### src/rtl/adder_result_display.sv
// Captures the 4-bit adder result on a load edge, converts it to BCD, counts loads,
// and scans both onto a 4-digit active-low multiplexed 7-segment display.
module adder_result_display #(
   parameter int REFRESH_DIV = 50000
) (
   input  logic       clk,
   input  logic       rst_n,
   input  logic [3:0] sum,
   input  logic       cout,
   input  logic       load,
   output logic [3:0] an,
   output logic [6:0] seg,
   output logic       dp
);

   localparam int                PRE_W   = $clog2(REFRESH_DIV);
   localparam logic [PRE_W-1:0]  PRE_MAX = PRE_W'(REFRESH_DIV - 1);
   localparam logic [6:0]        SEG_OFF = 7'b1111111;

   typedef enum logic [1:0] {
      DIG_UNITS  = 2'd0,
      DIG_TENS   = 2'd1,
      DIG_CNT_LO = 2'd2,
      DIG_CNT_HI = 2'd3
   } digit_e;

   function automatic logic [6:0] seg_of(input logic [3:0] d);
      logic [6:0] s;
      unique case (d)
         4'd0:    s = 7'b1000000;
         4'd1:    s = 7'b1111001;
         4'd2:    s = 7'b0100100;
         4'd3:    s = 7'b0110000;
         4'd4:    s = 7'b0011001;
         4'd5:    s = 7'b0010010;
         4'd6:    s = 7'b0000010;
         4'd7:    s = 7'b1111000;
         4'd8:    s = 7'b0000000;
         4'd9:    s = 7'b0010000;
         default: s = SEG_OFF;
      endcase
      return s;
   endfunction

   logic             load_q;
   logic [4:0]       value_q,  value_d;
   logic             ovf_q,    ovf_d;
   logic [1:0]       tens_q,   tens_d;
   logic [3:0]       units_q,  units_d;
   logic [3:0]       cnt_lo_q, cnt_lo_d;
   logic [3:0]       cnt_hi_q, cnt_hi_d;
   logic [PRE_W-1:0] pre_q,    pre_d;
   digit_e           digit_q,  digit_d;
   logic [3:0]       an_q,     an_d;
   logic [6:0]       seg_q,    seg_d;
   logic             dp_q,     dp_d;
   logic             load_p;
   logic             wrap;

   // NOTE: every always_comb output gets a default first, so no path can infer a latch.
   always_comb begin
      load_p   = load & ~load_q;
      value_d  = value_q;
      ovf_d    = ovf_q;
      cnt_lo_d = cnt_lo_q;
      cnt_hi_d = cnt_hi_q;
      if (load_p) begin
         value_d = {cout, sum};
         ovf_d   = cout;
         if (cnt_lo_q == 4'd9) begin
            cnt_lo_d = 4'd0;
            cnt_hi_d = (cnt_hi_q == 4'd9) ? 4'd0 : cnt_hi_q + 4'd1;
         end else begin
            cnt_lo_d = cnt_lo_q + 4'd1;
         end
      end
   end

   // Value never exceeds 31, so three compares replace a general divider.
   always_comb begin
      tens_d  = 2'd0;
      units_d = value_q[3:0];
      if (value_q >= 5'd30) begin
         tens_d  = 2'd3;
         units_d = 4'(value_q - 5'd30);
      end else if (value_q >= 5'd20) begin
         tens_d  = 2'd2;
         units_d = 4'(value_q - 5'd20);
      end else if (value_q >= 5'd10) begin
         tens_d  = 2'd1;
         units_d = 4'(value_q - 5'd10);
      end
   end

   always_comb begin
      wrap    = (pre_q == PRE_MAX);
      pre_d   = wrap ? '0 : pre_q + PRE_W'(1);
      digit_d = wrap ? digit_e'(digit_q + 2'd1) : digit_q;
   end

   always_comb begin
      an_d  = ~(4'b0001 << 2'(digit_q));
      seg_d = SEG_OFF;
      unique case (digit_q)
         DIG_UNITS:  seg_d = seg_of(units_q);
         DIG_TENS:   seg_d = (tens_q == 2'd0) ? SEG_OFF : seg_of({2'b00, tens_q});
         DIG_CNT_LO: seg_d = seg_of(cnt_lo_q);
         DIG_CNT_HI: seg_d = seg_of(cnt_hi_q);
         default:    seg_d = SEG_OFF;
      endcase
      dp_d = ~((digit_q == DIG_UNITS) & ovf_q);
   end

   // NOTE: sequential state uses non-blocking assignments so all flops sample pre-edge values.
   always_ff @(posedge clk or negedge rst_n) begin
      if (!rst_n) begin
         load_q   <= 1'b0;
         value_q  <= '0;
         ovf_q    <= 1'b0;
         tens_q   <= '0;
         units_q  <= '0;
         cnt_lo_q <= '0;
         cnt_hi_q <= '0;
         pre_q    <= '0;
         digit_q  <= DIG_UNITS;
         an_q     <= 4'b1110;
         seg_q    <= 7'b1000000;
         dp_q     <= 1'b1;
      end else begin
         load_q   <= load;
         value_q  <= value_d;
         ovf_q    <= ovf_d;
         tens_q   <= tens_d;
         units_q  <= units_d;
         cnt_lo_q <= cnt_lo_d;
         cnt_hi_q <= cnt_hi_d;
         pre_q    <= pre_d;
         digit_q  <= digit_d;
         an_q     <= an_d;
         seg_q    <= seg_d;
         dp_q     <= dp_d;
      end
   end

   assign an  = an_q;
   assign seg = seg_q;
   assign dp  = dp_q;

endmodule
### config.mk
export PLATFORM = sky130hd
export DESIGN_NAME = adder_result_display
export DESIGN_NICKNAME = d
export VERILOG_FILES = /design/src/rtl/adder_result_display.sv
export SDC_FILE = /design/constraint.sdc
export NUM_CORES = 1
export LEC_CHECK = 0
export BUFFER_PORTS_ARGS = -buffer_cell sky130_fd_sc_hd__buf_2
export CAP_MARGIN = 20
export CORE_ASPECT_RATIO = 0.5
export CORE_MARGIN = 2
export CORE_UTILIZATION = 55
export DETAILED_ROUTE_END_ITERATION = 10
export GPL_ROUTABILITY_DRIVEN = 0
export GPL_TIMING_DRIVEN = 0
export PLACE_DENSITY = 0.77
export SETUP_SLACK_MARGIN = 0.02
export SLEW_MARGIN = 20
export SYNTH_ARGS = -nofsm -noshare
export SYNTH_HDL_FRONTEND = slang
export SYNTH_SLANG_ARGS = --single-unit
### constraint.sdc
create_clock -name clk -period 3.6 [get_ports clk]
set_input_delay 0 -clock clk [delete_from_list [all_inputs] [get_ports clk]]
set_output_delay 0 -clock clk [all_outputs]
set_load 0.02 [all_outputs]
==> results_dict.tcl <==
set metrics [dict create \
    outcome "completed" \
    cp.required_ns 3.81 \
    clock_latency_ns 0.30 \
    place_inst 396 \
    cts_resized 0 \
    path_clk_slew_ns 0.09 \
    cts_root_buf "clkbuf_8" \
    wire_per_inst_um 13.2 \
    timing.rr.end "units_q[3]" \
    fp.dieArea_mm2 0.00592 \
    netlist_area_mm2 0.00291 \
    setup_ws_ns 1.68 \
    dpl-instance-area_mm2 0.00309 \
    drive_gt1_share_pct 12.9 \
    drc 0 \
    period_needed_ns 1.92 \
    finClkSkew_ns 0.00668 \
    power_mw 1.79 \
    r2r_setup_slack_ns 1.68 \
    synth_warnings 0 \
    fin_crit_sh_pct 53.4 \
    rows 18 \
    synth_flop_cell "dfrtp_1" \
    p_per_area_mw_per_mm2 547 \
    setup_viol 0 \
    io_buffers 19 \
    rsz0062_at_grt "no" \
    cap_violations 0 \
    antenna_found_initial 0 \
    die_h_um 55.4 \
    cp-end-kind "register" \
    tightest_slew_ns 0.595 \
    antenna_cells 0 \
    slew_headroom_pct 60.4 \
    cts_inserted_buffers 5 \
    grt_overflow_total 0 \
    clkSinkCount 50 \
    coreArea_mm2 0.00500 \
    cts_buffer_depth 2 \
    initial_core_util_pct 58.2 \
    vias_per_cell 5.47 \
    nets 376 \
    yosysSeqAreaShare_pct 43.2 \
    io_pins 20 \
    syn_to_final_growth_pct 12.4 \
    final_cells 411 \
    min_path_type "primary input to async pin" \
    seq_area_mm2 0.00126 \
    synth_nets 343 \
    crit_arrival_ns 2.13 \
    crit_path_start_kind "register" \
    final_area_mm2 0.00327 \
    hold_buffers 7 \
    vdd_drop_max_mv 0.317 \
    worstPathMaxFanout 5 \
    ys_types 48 \
    post_cts_buffers 0 \
    crit_chain "inv_1 -> ha_1 -> nor2b_1 -> o31ai_1 -> mux2_2 -> a22oi_1" \
    final_antenna_net_count 0 \
    synthCells 307 \
    critPathMaxStageDelay_ns 0.42 \
    setup-tns-final_ns 0 \
    dp_slack_ns 1.68 \
    r2r_cells 6 \
    dr.pass1.iters 4 \
    synth-edff-count 0 \
    drtIter0Drc 99 \
    grt_pass1_vias 2143 \
    die-width_um 107 \
    grt_pass1_wl_um 9320 \
    cts_tree "done" \
    route.vias.total 2250 \
    critical_path_class "register to register" \
    num-fill-cells 426 \
    ys_seq_elements 50 \
    async_reset_ff_share_pct 100 \
    critical-path-slowest-cell "dfrtp_1" \
    grt_max_degree 51 \
    h-tree-depth 2 \
    multi_input_area_mm2 0.00151 \
    fmax_ghz 0.520 \
    finalHoldViolCount 0 \
    drt_wl_total_um 5430 \
    r2r-start "value_q[1]" \
    layout_commonest_cell "dfrtp_1" \
    synth.avg_cell_area_um2 9.48 \
    hpwl_um 4000 \
    mostFrequentLayoutCells "45 x dfrtp_1, 31 x o21ai_0, 29 x nand2_1, 28 x ha_1, 25 x inv_1" \
    grt_usage_pct 19.3 \
    slew_violations 0 \
    leakagePower_nw 1.48 \
]
==> synth_stat cells, types with 3 or more instances <==
library cell,number,share of area [%]
nand2b_1,7,1.5
xnor2_1,9,2.7
or3_1,3,0.65
dfrtp_1,45,39
a21oi_1,19,3.3
a32oi_1,5,1.5
ha_1,28,12
inv_1,25,3.2
mux2_2,4,1.5
clkbuf_1,9,1.2
nor2_1,19,2.5
nand2_1,29,3.7
xor2_1,4,1.2
nor3_1,4,0.69
a31oi_1,3,0.65
nor2b_1,9,1.9
nand4_1,5,1.1
o22ai_1,5,1.1
dfstp_2,5,4.5
mux2i_1,4,1.4
nand3_1,4,0.69
o21ai_0,31,5.3
==> layout make-up <==
| cell class | instances | area share, % |
|---|---|---|
| clock inverters | 1 | 0.268 |
| clock buffers | 7 | 2.95 |
| flip-flops and latches | 50 | 38.5 |
| plain buffers | 11 | 1.34 |
| inverters | 25 | 2.87 |
| multi-input cells | 221 | 46.3 |
| repair buffers | 26 | 5.13 |
| well taps | 70 | 2.68 |
==> cell families after synthesis <==
group	after synthesis	synth area share [%]
xor gates and xnor gates	13	3.91
and+or+nand+nor	96	17.7
muxes	8	2.92
DFF	50	43.2
AOI/OAI and AO/OA	76	15.5
buffers and inverters	36	4.73
adders and majority gates	28	12.0
==> stage by stage <==
| stage | hold WS [ns] | util [%] |
|---|---|---|
| after floorplan | -0.296 | - |
| after global placement | 0.133 | 61.8 |
| after detailed placement | 0.141 | 61.8 |
| after CTS | 0.370 | 65.3 |
| after global routing | 0.303 | 65.4 |
| final | 0.250 | 65.4 |
==> critical path, delay by kind of cell (launching register included) <==
kind                     cells  cell delay, ns
AO/OA/AOI/OAI                2            0.55
flip-flops                   1            0.42
multiplexers                 1            0.40
adder cells (fa/ha/maj)      1            0.21
AND/OR/NAND/NOR              1            0.14
buffers and inverters        1            0.13
==> state kept, by name (all words and copies together), names as in the netlist <==
| register | cells |
|---|---|
| pre_q | 16 |
| seg | 7 |
| value_q | 5 |
| an | 4 |
| cnt_hi_q | 4 |
| cnt_lo_q | 4 |
| units_q | 4 |
| digit_q | 2 |
| tens_q | 2 |
| dp | 1 |
| load_q | 1 |
==> metal layers <==
metal | GRT usage [%] | vias to the layer above | part of all wire [%]
li1 | - | 1131 | -
met1 | 24.9 | 1067 | 48
met2 | 33.6 | 46 | 47
met3 | 4.84 | 6 | 4.8
met4 | 3.53 | 0 | 0.68
met5 | 0 | - | 0
==> worst max-delay path by stage <==
stage,end,start,depth (start not counted),slack [ns]
6_report,units_q[3],value_q[1],6,1.68
5_1_grt,units_q[3],value_q[1],6,1.48
4_1_cts,units_q[3],value_q[1],6,1.66
3_5_place_dp,units_q[3],value_q[1],6,1.68
3_3_place_gp,units_q[3],value_q[1],6,1.73
2_1_floorplan,units_q[3],value_q[1],6,1.89
==> report_power, final <==
| group | total, mW | switching, mW | internal [mW] |
|---|---|---|---|
| Sequential | 0.754 | 0.0863 | 0.668 |
| Clock | 0.357 | 0.180 | 0.176 |
| Combinational | 0.677 | 0.419 | 0.258 |
No activity file was read; power rests on OpenSTA's default activity.
